[src/rtl/game_pkg.sv]
// Shared game definitions: tile/sequence widths and playback states.
// Also hosts tile_at(), used by playback and by the player input checker.
package game_pkg;

    localparam int TILE_W    = 2;
    localparam int SEQ_W     = 18;
    localparam int MAX_TILES = 9;
    localparam int LEN_W     = 4;

    typedef enum logic [1:0] {
        IDLE,
        ON,
        GAP,
        FIN
    } state_t;

    // tile idx is {seq[2*idx], seq[2*idx+1]}, seq[2*idx] being the MSB
    function automatic logic [TILE_W-1:0] tile_at(
        input logic [SEQ_W-1:0] s,
        input logic [LEN_W-1:0] idx
    );
        logic [4:0] b;
        b = {idx, 1'b0};
        return {s[b], s[b+5'd1]};
    endfunction

endpackage

[src/rtl/seq_playback_tile_decoder.sv]
// 2-to-4 one-hot tile decoder with enable.
// Enable low forces every tile dark.
module tile_decoder
    import game_pkg::*;
(
    input  logic              en,
    input  logic [TILE_W-1:0] tile,
    output logic [3:0]        onehot
);

    // light the selected tile only when enabled
    always_comb begin
        onehot = '0;
        if (en) begin
            onehot[tile] = 1'b1;
        end
    end

endmodule

[src/rtl/seq_playback.sv]
// Plays the latched tile sequence: each tile lit ON_CYCLES, then GAP_CYCLES dark.
// Optional abort input enabled by defining SEQ_PLAYBACK_ABORT_EN.
module seq_playback
    import game_pkg::*;
#(
    parameter int ON_CYCLES  = 25000000,
    parameter int GAP_CYCLES = 12500000
) (
    input  logic             clk,
    input  logic             resetn,
    input  logic             start,
    input  logic [SEQ_W-1:0] seq,
    input  logic [LEN_W-1:0] round_len,
`ifdef SEQ_PLAYBACK_ABORT_EN
    input  logic             abort,
`endif
    output logic [3:0]       tile_on,
    output logic [LEN_W-1:0] seq_counter,
    output logic             busy,
    output logic             done
);

    localparam int TMAX = (ON_CYCLES > GAP_CYCLES) ? ON_CYCLES : GAP_CYCLES;
    localparam int TW   = $clog2(TMAX + 1);

    localparam logic [TW-1:0]    ON_LAST  = TW'(ON_CYCLES - 1);
    localparam logic [TW-1:0]    GAP_LAST = TW'(GAP_CYCLES - 1);
    localparam logic [LEN_W-1:0] LEN_MAX  = LEN_W'(MAX_TILES);

    state_t           state, state_d;
    logic [TW-1:0]    timer, timer_d;
    logic [LEN_W-1:0] cnt_d;
    logic [LEN_W-1:0] len_q, len_d;
    logic [LEN_W-1:0] len_sat;
    logic [SEQ_W-1:0] seq_q, seq_src;
    logic             load;
    logic             lit_d;
    logic             busy_d;
    logic             done_d;
    logic [TILE_W-1:0] tile_d;
    logic [3:0]       tile_on_d;

    assign len_sat = (round_len > LEN_MAX) ? LEN_MAX : round_len;

    // state, timer, latched request and registered outputs
    always_ff @(posedge clk or negedge resetn) begin
        if (!resetn) begin
            state       <= IDLE;
            timer       <= '0;
            seq_q       <= '0;
            len_q       <= '0;
            seq_counter <= '0;
            tile_on     <= '0;
            busy        <= 1'b0;
            done        <= 1'b0;
        end else begin
            state       <= state_d;
            timer       <= timer_d;
            len_q       <= len_d;
            seq_counter <= cnt_d;
            tile_on     <= tile_on_d;
            busy        <= busy_d;
            done        <= done_d;
            if (load) begin
                seq_q <= seq;
            end
        end
    end

    // next state, timer and tile index
    always_comb begin
        state_d = state;
        timer_d = timer;
        cnt_d   = seq_counter;
        len_d   = len_q;
        load    = 1'b0;
        unique case (state)
            IDLE: begin
                if (start) begin
                    load    = 1'b1;
                    len_d   = len_sat;
                    cnt_d   = '0;
                    timer_d = '0;
                    state_d = (len_sat == '0) ? FIN : ON;
                end
            end
            ON: begin
                if (timer == ON_LAST) begin
                    timer_d = '0;
                    state_d = GAP;
                end else begin
                    timer_d = timer + TW'(1);
                end
            end
            GAP: begin
                if (timer == GAP_LAST) begin
                    timer_d = '0;
                    if (seq_counter == len_q - LEN_W'(1)) begin
                        state_d = FIN;
                    end else begin
                        cnt_d   = seq_counter + LEN_W'(1);
                        state_d = ON;
                    end
                end else begin
                    timer_d = timer + TW'(1);
                end
            end
            FIN: begin
                state_d = IDLE;
            end
            default: begin
                state_d = IDLE;
            end
        endcase
`ifdef SEQ_PLAYBACK_ABORT_EN
        if (abort && (state == ON || state == GAP)) begin
            state_d = IDLE;
            timer_d = '0;
            cnt_d   = '0;
        end
`endif
    end

    // next registered outputs, derived from the upcoming state
    always_comb begin
        seq_src = load ? seq : seq_q;
        tile_d  = tile_at(seq_src, cnt_d);
        lit_d   = (state_d == ON);
        busy_d  = (state_d == ON) || (state_d == GAP);
        done_d  = (state_d == FIN);
    end

    tile_decoder u_dec (
        .en     (lit_d),
        .tile   (tile_d),
        .onehot (tile_on_d)
    );

endmodule
[config.mk]
export PLATFORM = sky130hd
export DESIGN_NAME = seq_playback
export DESIGN_NICKNAME = d
export VERILOG_FILES = /design/src/rtl/game_pkg.sv /design/src/rtl/seq_playback_tile_decoder.sv /design/src/rtl/seq_playback.sv
export SDC_FILE = /design/constraint.sdc
export NUM_CORES = 1
export LEC_CHECK = 0
export CORE_MARGIN = 2
export CORE_UTILIZATION = 25
export DETAILED_ROUTE_END_ITERATION = 7
export MAX_ROUTING_LAYER = met4
export PLACE_DENSITY = 0.5
export SETUP_SLACK_MARGIN = 0.4
export SYNTH_ARGS = -nofsm -noshare
export SYNTH_HDL_FRONTEND = slang
export SYNTH_SLANG_ARGS = --single-unit
[constraint.sdc]
create_clock -name clk -period 7 [get_ports clk]
set_input_delay 1.05 -clock clk [delete_from_list [all_inputs] [get_ports clk]]
set_output_delay 1.05 -clock clk [all_outputs]
set_load 0.05 [all_outputs]
After elaboration in Yosys (flattened, before gate mapping)
Cells that the tools add are included.

Input port bits: 25. Bits in registers: 59. Output and inout port bits: 10.

$lt $le $gt $ge: 5. Muxes and demuxes: 25. Eq/ne operators: 10. Reductions and logical operators: 7. Add/subtract/negate cells: 4.

Operators with widths (number): two-way mux 25 bit (3); case mux 25 bit (3 select lines) (1); adder 25 x 1 -> 25 bit, second input constant (1); equality test 25 x 24 -> 1 bit, second input constant (1); equality test 25 bit, second input constant (1); two-way mux 4 bit (5); two-way mux 18 bit (1); < comparator 5 x 6 -> 1 bit, second input constant (2); two-way mux 2 bit (5); equality test 2 bit, second input constant (4); case mux 2 bit (4 select lines) (1); case mux 4 bit (2 select lines) (1); adder 5 x 1 -> 5 bit, second input constant (1); binary-select mux 1 bit (select 5 bit) (1); two-way mux 1 bit (5); adder 4 x 1 -> 4 bit, second input constant (1); binary-select mux 1 bit (select 4 bit) (1); equality test 2 x 1 -> 1 bit, second input constant (2); equality test 4 bit (1); > comparator 4 bit, second input constant (1); zero test 4 bit (1); AND reduction 2 bit (2); subtractor 4 x 1 -> 4 bit, second input constant (1); < comparator 2 x 3 -> 1 bit, second input constant (1); 7 further kinds (7).

Longest topological paths before layout
Gate-level depths: netlist (run 1).

Word-level depth: 13. Depth in mapped cells: 13. Mapped depth without buffers: 12.

Hierarchy
Synthesis (run 1) repeated with hierarchy kept, for this count alone.

Cells, all modules: 300. Area total of the unflattened synthesis: 3131.8 um2.

By module, submodules not included: seq_playback (times used 1, area each 3094.2 um2, cells an instance 296, sequential area each 1476.4 um2); tile_decoder (times used 1, area each 37.5 um2, cells an instance 4, sequential area each 0.0 um2).

Worst setup path before layout (run 1)
Ideal clock, no wire load.

Path kind: input-to-reg. From: input port start. To: register tile_on[2]. Path buffers: 2. Slack: 3.990 ns. Stages: 11. Required time: 6.880 ns. Setup time: 0.120 ns. Data arrival time: 2.890 ns. Cells stage by stage: and2_1 -> buf_2 -> a21oi_1 -> nand2b_1 -> and4_1 -> or2_1 -> buf_2 -> mux2i_1 -> o221ai_1 -> a31oi_1 -> and3b_1.

Word-level cells in the longest chain between the ends: 10. Elaborated cells on any way between the ends: 19. Those cells by class: add/sub (1); order compare (2); eq/ne (1); mux (14); reduce/logical (1).

RTL lines: start: declaration (line seq_playback.sv:11) `input logic start,`; two-way mux 4 bit * (line seq_playback.sv:79) `if (start) begin`; case mux 4 bit (2 select lines) * (line seq_playback.sv:77) `unique case (state)`; net cnt_d[0] (line seq_playback.sv:32) `logic [LEN_W-1:0] cnt_d;`; adder 5 x 1 -> 5 bit (line game_pkg.sv:24) `return {s[b], s[b+5'd1]};`; binary-select mux 1 bit (select 5 bit) (line game_pkg.sv:24); two-way mux 1 bit (implied by the code) (line game_pkg.sv:24); < comparator 2 x 3 -> 1 bit (implied by the code) / >= comparator 2 x 1 -> 1 bit (equally long branches) (line seq_playback_tile_decoder.sv:15) `onehot[tile] = 1'b1;`; logical AND 1 bit (implied by the code) (line seq_playback_tile_decoder.sv:15); two-way mux 1 bit (implied by the code) (line seq_playback_tile_decoder.sv:15); demux 1 bit (select 2 bit) *; two-way mux 4 bit * (line seq_playback_tile_decoder.sv:14) `if (en) begin`; net tile_on_d[2] (line seq_playback.sv:41) `logic [3:0] tile_on_d;`; end signal: assignment (line seq_playback.sv:61) `tile_on <= tile_on_d;`; end: declaration (line seq_playback.sv:17) `output logic [3:0] tile_on,`.

Mark *: on every way through the listed nets, which the timed path passes. The rest lies on a longest branch. The select of a mux whose other input is x is not followed. A chain may end at the register's enable or synchronous reset.

Worst setup path in the final report (run 1)
From: input port start. To: register tile_on[1].

Word-level cells in the longest chain between the ends: 10. Elaborated cells on any way between the ends: 19. Those cells by class: add/sub (1); order compare (2); eq/ne (1); mux (14); reduce/logical (1).

RTL lines (line): two-way mux 4 bit / two-way mux 1 bit (equally long branches) (seq_playback.sv:79); case mux 4 bit (2 select lines) / two-way mux 1 bit (equally long branches) (seq_playback.sv:77); adder 5 x 1 -> 5 bit / two-way mux 18 bit (equally long branches) (game_pkg.sv:24, seq_playback.sv:126); binary-select mux 1 bit (select 5 bit) / binary-select mux 1 bit (select 4 bit) (equally long branches) (game_pkg.sv:24); two-way mux 1 bit (implied by the code) (game_pkg.sv:24); < comparator 2 x 3 -> 1 bit (implied by the code) / >= comparator 2 x 1 -> 1 bit (equally long branches) (seq_playback_tile_decoder.sv:15); logical AND 1 bit (implied by the code) (seq_playback_tile_decoder.sv:15); two-way mux 1 bit (implied by the code) (seq_playback_tile_decoder.sv:15); demux 1 bit (select 2 bit); two-way mux 4 bit * (seq_playback_tile_decoder.sv:14); net tile_on_d[1] (seq_playback.sv:41).

Marked as above.

==> results of run 1 <==
-- worst min-delay path: cells and delay by family (launching register included) --
| family | cells | cell delay, ns |
|---|---|---|
| DFF | 1 | 0.32 |
| muxes | 1 | 0.06 |
| buffers and inverters | 1 | 0.06 |
-- sequential cells by signal, indices dropped and copies added (netlist names) --
| register | flops |
|---|---|
| timer | 25 |
| seq_q | 18 |
| len_q | 4 |
| seq_counter | 4 |
| tile_on | 4 |
| state | 2 |
| busy | 1 |
| done | 1 |
-- layout by cell type, fill, tap and decap left out, types with 3 or more instances in the layout --
cell type        Yosys  final
clkinvlp_4           0      3
mux2i_1              7      7
dfrtp_1             59     59
inv_1               16     16
buf_4                0      3
clkdlybuf4s50_1      0     33
and2_1               5      5
o21bai_1             3      3
a31oi_1              4      4
o21ai_1              5      5
and4_1               4      4
a21oi_1              8      8
and3_1              13     13
o21ai_0             17     17
nor4_1               3      3
nand3_1             14     14
and3b_1              3      3
nand2_1             24     24
a21o_1               3      3
or3_1                3      3
nor2b_1              4      4
nand4_1              5      5
mux2_2              16     16
clkbuf_16            0      9
xnor2_1              9      9
ha_1                 9      9
o31ai_1              5      5
nor3b_1              3      3
nor3_1               5      5
nor2_1              24     24
xor2_1              10     10
-- final timing paths --
kind                       slack (ns)  depth (start not counted)      from          to
setup reg to reg                 3.81                         12  state[1]  tile_on[2]
max in group asynchronous        5.64                          2    resetn   timer[14]
hold reg to reg                  0.47                          2  seq_q[5]    seq_q[5]
setup / recovery                 3.45                         11     start  tile_on[1]
hold / removal                   0.47                          2  seq_q[5]    seq_q[5]
min in group asynchronous        0.88                          2    resetn  tile_on[3]
-- metrics by stage --
| stage | hold slack, ns | cells | setup slack (ns) |
|---|---|---|---|
| detailed placement | 0.467 | 517 | 3.08 |
| floorplan | 0.439 | 316 | 3.99 |
| finish | 0.474 | 533 | 3.45 |
| global route | 0.514 | 533 | 3.13 |
| CTS | 0.479 | 533 | 3.43 |
| global placement | 0.465 | 517 | 3.15 |
-- logic make-up after synthesis --
family | count (synthesis) | share of synthesized area
xor gates and xnor gates | 20 | 0.0597
DFF | 59 | 0.464
buffers and inverters | 25 | 0.0346
and+or+nand+nor | 122 | 0.207
AOI/OAI and AO/OA | 57 | 0.117
adders and majority gates | 9 | 0.0354
muxes | 24 | 0.0833
-- final cells by class --
| cell class | instances | area share |
|---|---|---|
| Inverter | 17 | 0.0189 |
| Clock inverter | 7 | 0.0229 |
| Timing Repair Buffer | 37 | 0.0885 |
| Clock buffer | 9 | 0.0557 |
| Multi-Input combinational cell | 232 | 0.395 |
| Tap cell | 172 | 0.0533 |
| Sequential cell | 59 | 0.365 |
-- routing by layer --
layer / part of all wire / global-route usage
met1: 0.47 / 0.131
met2: 0.48 / 0.180
met3: 0.042 / 0.0350
met4: 0.016 / 0.0416
met5: 0 / -
-- power groups by stage --
stage	combinational [mW]	clock [mW]	sequential (mW)
2_1_floorplan	0.381	0	0.544
3_3_place_gp	0.608	0	0.483
3_5_place_dp	0.611	0	0.484
4_1_cts	0.614	0.476	0.478
5_1_grt	0.672	0.491	0.488
6_report	0.601	0.463	0.476
==> impl_metrics.csv, run 1 <==
group,metric,value,unit
setup_path,max_stage_delay,0.49,ns
job,drv_cap,0,
sta,period_needed,3.55,ns
sta,finalCritPeriodShare,0.507,
setup_path,path_class,"primary input to flop",
setup_path,cpLargestDelayFamily,"simple AND/OR/NAND/NOR gates",
clock_tree,cts_setup_buffers,0,
synthesis,synthTopCellsByCount,"dfrtp_1 (59), nand2_1 (24), nor2_1 (24)",
power_and_ir_drop,p_leak,1.73,nW
global_route,grt_pass1_vias,2397,
power_and_ir_drop,p_per_area,381,nW/um2
routing,ant_nets,0,
power_and_ir_drop,p_sw_frac,0.355,
placement,port_buffers,34,
synthesis,synth.top_cells.by_area,"dfrtp_1 (46%), mux2_2 (5.7%), ha_1 (3.5%), nand2_1 (2.8%), nor2_1 (2.8%)",
sta,skew,0.00408,ns
clock_tree,clock_latency,0.32,ns
sta,worst_pin_slew,0.734,ns
clock_tree,root_buffer,"clkbuf_16",
setup_path,crit_chain,"clkdlybuf4s50_1 > and2_1 > buf_4 > a21oi_1 > nand2b_1 > and4_1 > or2_1 > o2111ai_1 > o311ai_2 > a22oi_1 > and3b_1",
power_and_ir_drop,p_clk_frac,0.301,
clock_tree,numCtsBuffers,9,
power_and_ir_drop,p_total,1.54,mW
die,die_area,13700,um2
synthesis,synth_edf_count,0,
setup_path,end_kind,"flop",
sta,hold_viol_final,0,
sta,finalSetupTns,0,ns
routing,firstDrtPassIters,4,
power_and_ir_drop,ir_worst_vdd,0.123,mV
clock_tree,cts.sinks,59,
routing,drc_errors,0,
placement,gp_congestion,0.821,
synthesis,syn_nets,350,
clock_tree,cts_max_level,3,
cells_and_area,area_growth,26.9,%
setup_path,slowest_stage,"clkdlybuf4s50_1",
cells_and_area,nNetsFinal,390,
cells_and_area,multiInputGateArea,1600,um2
power_and_ir_drop,switchingPower,547,uW
synthesis,yosysSeqAreaShare,0.464,
clock_tree,cts_tree,"yes",
setup_path,start_kind,"primary input",
routing,wire_per_inst,12.8,um
die,ios,35,
global_route,grt_max_degree,60,
min_path,worst_hold_path_type,"flop to flop",
synthesis,synth_top_cell_area_share,0.464,
global_route,grt_pass1_wl,11500,um
synthesis,yosysMostFrequentCell,"dfrtp_1",
die,die-width,117,um
global_route,gr-total-overflow,0,
global_route,track_usage,0.112,
synthesis,ys_warn_count,0,
power_and_ir_drop,seq_power_share,0.309,
die,die_h,117,um
routing,drt-total-wl,6830,um
synthesis,netlist_area,3180,um2
die,rows,41,
cells_and_area,drive_gt1_frac,0.116,
run_status,status,"finished, final reports clean",
synthesis,synth_cell_type_count,54,
routing,viasPerCell,4.53,
synthesis,synth-seq-cells,59,
cells_and_area,n_fill_cell,1319,
setup_path,path_buf_inv,2,
clock_tree,cts_resized,0,
routing,via_count,2416,
cells_and_area,antenna_cells,0,
clock_tree,hold_buffers,0,
power_and_ir_drop,p_comb_frac,0.390,
cells_and_area,seq_area,1480,um2
clock_tree,clkTransAtPathRegs,0.05,ns
die,fp.coreArea,12500,um2
routing,drt-initial-drc-count,112,
synthesis,async_flop_share,1.00,
global_route,grt_antenna_before_repair,0,
setup_path,arrival,3.76,ns
setup_path,path_max_fanout,25,
clock_tree,cts_buffer_depth,2,
placement,dpl-instance-area,3720,um2
sta,timing.fmax,282,MHz
synthesis,synth_cells,316,
cells_and_area,fin_area,4040,um2
sta,grt_setup_unrepaired,"false",
synthesis,syn_area_per_cell,10.1,um2
placement,dp_hpwl,4960,um
setup_path,cp.required,7.21,ns
sta,setup_viol,0,
sta,slew_headroom,0.511,
sta,slew_violations,0,
synthesis,yosys.area.top_type,"dfrtp_1",
cells_and_area,fin_util,0.323,
synthesis,synth_flop_cell,"dfrtp_1",
power_and_ir_drop,power.internal,993,uW
die,start_util,0.254,
(Power assumes the default switching activity.)
==> run 2, diff against run 1 <==
- PLACE_DENSITY: 0.5 -> 0.51
- clock period: 7 -> 3.1 ns (I/O delays scaled with it)
==> run 2 against run 1 <==
  * Critical path depth grew 1
  * Highest routed layer unchanged
  * Total power is 140% higher
  * Clock-buffer cell count grew 2
  * Design area increased by 7.1%
  * Clock skew grew 0.0029 ns
  * Combinational power increased to 2.7 times the previous value
  * Register-to-register slack got worse by 3.4 ns
  * Cell count rose by 4.5%
  * Wire length up 9.3%
==> impl_metrics.csv, run 2 (same netlist as run 1, synthesis figures left out) <==
group,metric,value,unit
run_status,status,"finished, final reports clean",
sta,skew,0.00699,ns
setup_path,worst_r2r_endpoint,"tile_on[2]",
clock_tree,numCtsBuffers,9,
setup_path,start_kind,"flop",
placement,place_worst_setup_slack,0.0625,ns
cells_and_area,antenna_cells,0,
setup_path,end_kind,"flop",
routing,wl_met3,282,um
setup_path,arrival,2.94,ns
sta,finalCritPeriodShare,0.878,
routing,via_count,2518,
global_route,gr-total-overflow,0,
sta,worst_pin_slew,0.747,ns
die,die_h,117,um
placement,port_buffers,34,
clock_tree,cts.sinks,59,
routing,firstDrtPassIters,4,
cells_and_area,final_common_cell,"dfrtp_1",
routing,drt-initial-drc-count,136,
cells_and_area,fin_util,0.346,
setup_path,path_max_fanout,6,
die,rows,41,
power_and_ir_drop,p_leak,1.86,nW
cells_and_area,reg.largest.list,"timer (25), seq_q (18)",
setup_path,path_class,"flop to flop",
setup_path,path_buf_inv,2,
setup_path,cpLargestDelayFamily,"compound AO/OA/AOI/OAI gates",
sta,timing.fmax,367,MHz
cells_and_area,area_growth,35.9,%
cells_and_area,nNetsFinal,414,
cells_and_area,largest_reg_flops,25,
sta,slew_violations,0,
clock_tree,hold_buffers,0,
global_route,grt_pass1_vias,2524,
placement,dp_hpwl,5270,um
die,die-width,117,um
setup_path,crit_chain,"inv_2 > ha_4 > xnor2_2 > nor3_2 > a2111o_1 > mux2_4 > and2_4 > clkinv_8 > mux2i_1 > o21bai_1 > a31oi_2 > and3b_1",
global_route,grt_max_degree,33,
global_route,track_usage,0.122,
sta,period_needed,2.72,ns
power_and_ir_drop,ir_worst_vdd,0.275,mV
routing,drc_errors,0,
global_route,grt_antenna_before_repair,0,
routing,maxUsedRoutingLayer,"met4",
cells_and_area,layout_common_cells,"dfrtp_1 (54), clkdlybuf4s50_1 (33), buf_4 (26), nor2_1 (24), nand2_1 (23)",
sta,worst_slack,0.378,ns
die,ios,35,
clock_tree,root_buffer,"clkbuf_16",
die,fp.coreArea,12500,um2
min_path,worst_hold_path_type,"primary input to asynchronous set/reset pin",
setup_path,cp.required,3.32,ns
power_and_ir_drop,p_per_area,861,nW/um2
die,start_util,0.254,
clock_tree,cts_buffer_depth,2,
placement,gp_congestion,0.798,
setup_path,max_stage_delay,0.41,ns
sta,finalSetupTns,0,ns
setup_path,crit-reg2reg-launch,"len_q[0]",
setup_path,reg2reg_slack,0.38,ns
cells_and_area,drive_gt1_frac,0.239,
global_route,grt_pass1_wl,12300,um
job,drv_cap,0,
sta,setup_viol,0,
routing,m1WireLength,3560,um
routing,drt-total-wl,7470,um
routing,viasPerCell,4.52,
cells_and_area,regMostFlops,"timer",
routing,wire_per_inst,13.4,um
sta,hold_viol_final,0,
clock_tree,cts_tree,"yes",
sta,grt_setup_unrepaired,"true",
sta,slew_headroom,0.502,
setup_path,reg2regPathDepth,12,
setup_path,slowest_stage,"a2111o_1",
die,die_area,13700,um2
routing,met2_length,3460,um
clock_tree,clock_latency,0.34,ns
routing,ant_nets,0,
clock_tree,cts_max_level,3,
clock_tree,clkTransAtPathRegs,0.06,ns
-- run 2: cell count changes in the layout (fill, tap and decap cells not counted), moves of 3 or more --
cell	previous run	this run
buf_4	3	26
dfrtp_1	59	54
dfrtp_2	0	5
ha_1	9	6
nor3_1	5	2
-- run 2: power breakdown --
part	internal [mW]	total (mW)	switching, mW
combinational	0.744	1.65	0.905
clock	0.638	0.989	0.351
sequential	0.985	1.09	0.104
total	2.37	3.73	1.36
-- run 2: worst max path at each step --
stage	cells after the start	from	to	slack (ns)
after floorplan	12	timer[0]	tile_on[1]	0.40
after global placement	10	start	tile_on[2]	0.14
after detailed placement	10	start	tile_on[2]	0.06
after CTS	12	len_q[1]	tile_on[1]	0.29
after global routing	12	len_q[0]	tile_on[1]	0.25
final	12	len_q[0]	tile_on[2]	0.38
-- run 2: worst register-to-register path, stage by stage (launching register included) --
cell and delay, ns:
dfrtp_1 0.39, inv_2 0.09, ha_4 0.21, xnor2_2 0.14
nor3_2 0.08, a2111o_1 0.41, mux2_4 0.32, and2_4 0.17
clkinv_8 0.06, mux2i_1 0.19, o21bai_1 0.10, a31oi_2 0.25
and3b_1 0.21
-- run 2: through the flow --
step / hold slack, ns / power, mW / cell area, um2 / cells
4_1_cts: 0.227 / 3.69 / 4230 / 553
5_1_grt: 0.263 / 3.96 / 4330 / 557
3_5_place_dp: 0.463 / 2.53 / 3840 / 531
6_report: 0.196 / 3.73 / 4330 / 557
2_1_floorplan: 0.169 / 2.09 / 3190 / 316
3_3_place_gp: 0.472 / 2.52 / 3840 / 531
-- run 2: area by class of cell --
class	count	area, um2
clock buffers	11	243
clock inverters	5	52.6
fillers	1297	8190
inverters	17	76.3
multi-input cells	232	1720
flip-flops and latches	59	1480
well taps	172	215
repair buffers	61	542
-- run 2: timing repair --
item,CTS,global route
setup buffers,6,4
setup endpoints to repair,4,7
pin swaps,7,10
resized for setup,13,13
-- run 2: per-layer routing --
| layer | global-route usage | up-vias |
|---|---|---|
| met2 | 0.187 | 40 |
| met5 | - | - |
| met3 | 0.0386 | 13 |
| met1 | 0.149 | 1212 |
| li1 | - | 1253 |
| met4 | 0.0502 | 0 |
==> run 3, diff against run 2 <==
- CAP_MARGIN: not set -> 40
==> results of run 3 <==
Final layout, timing and power as in run 2 (identical DEF).
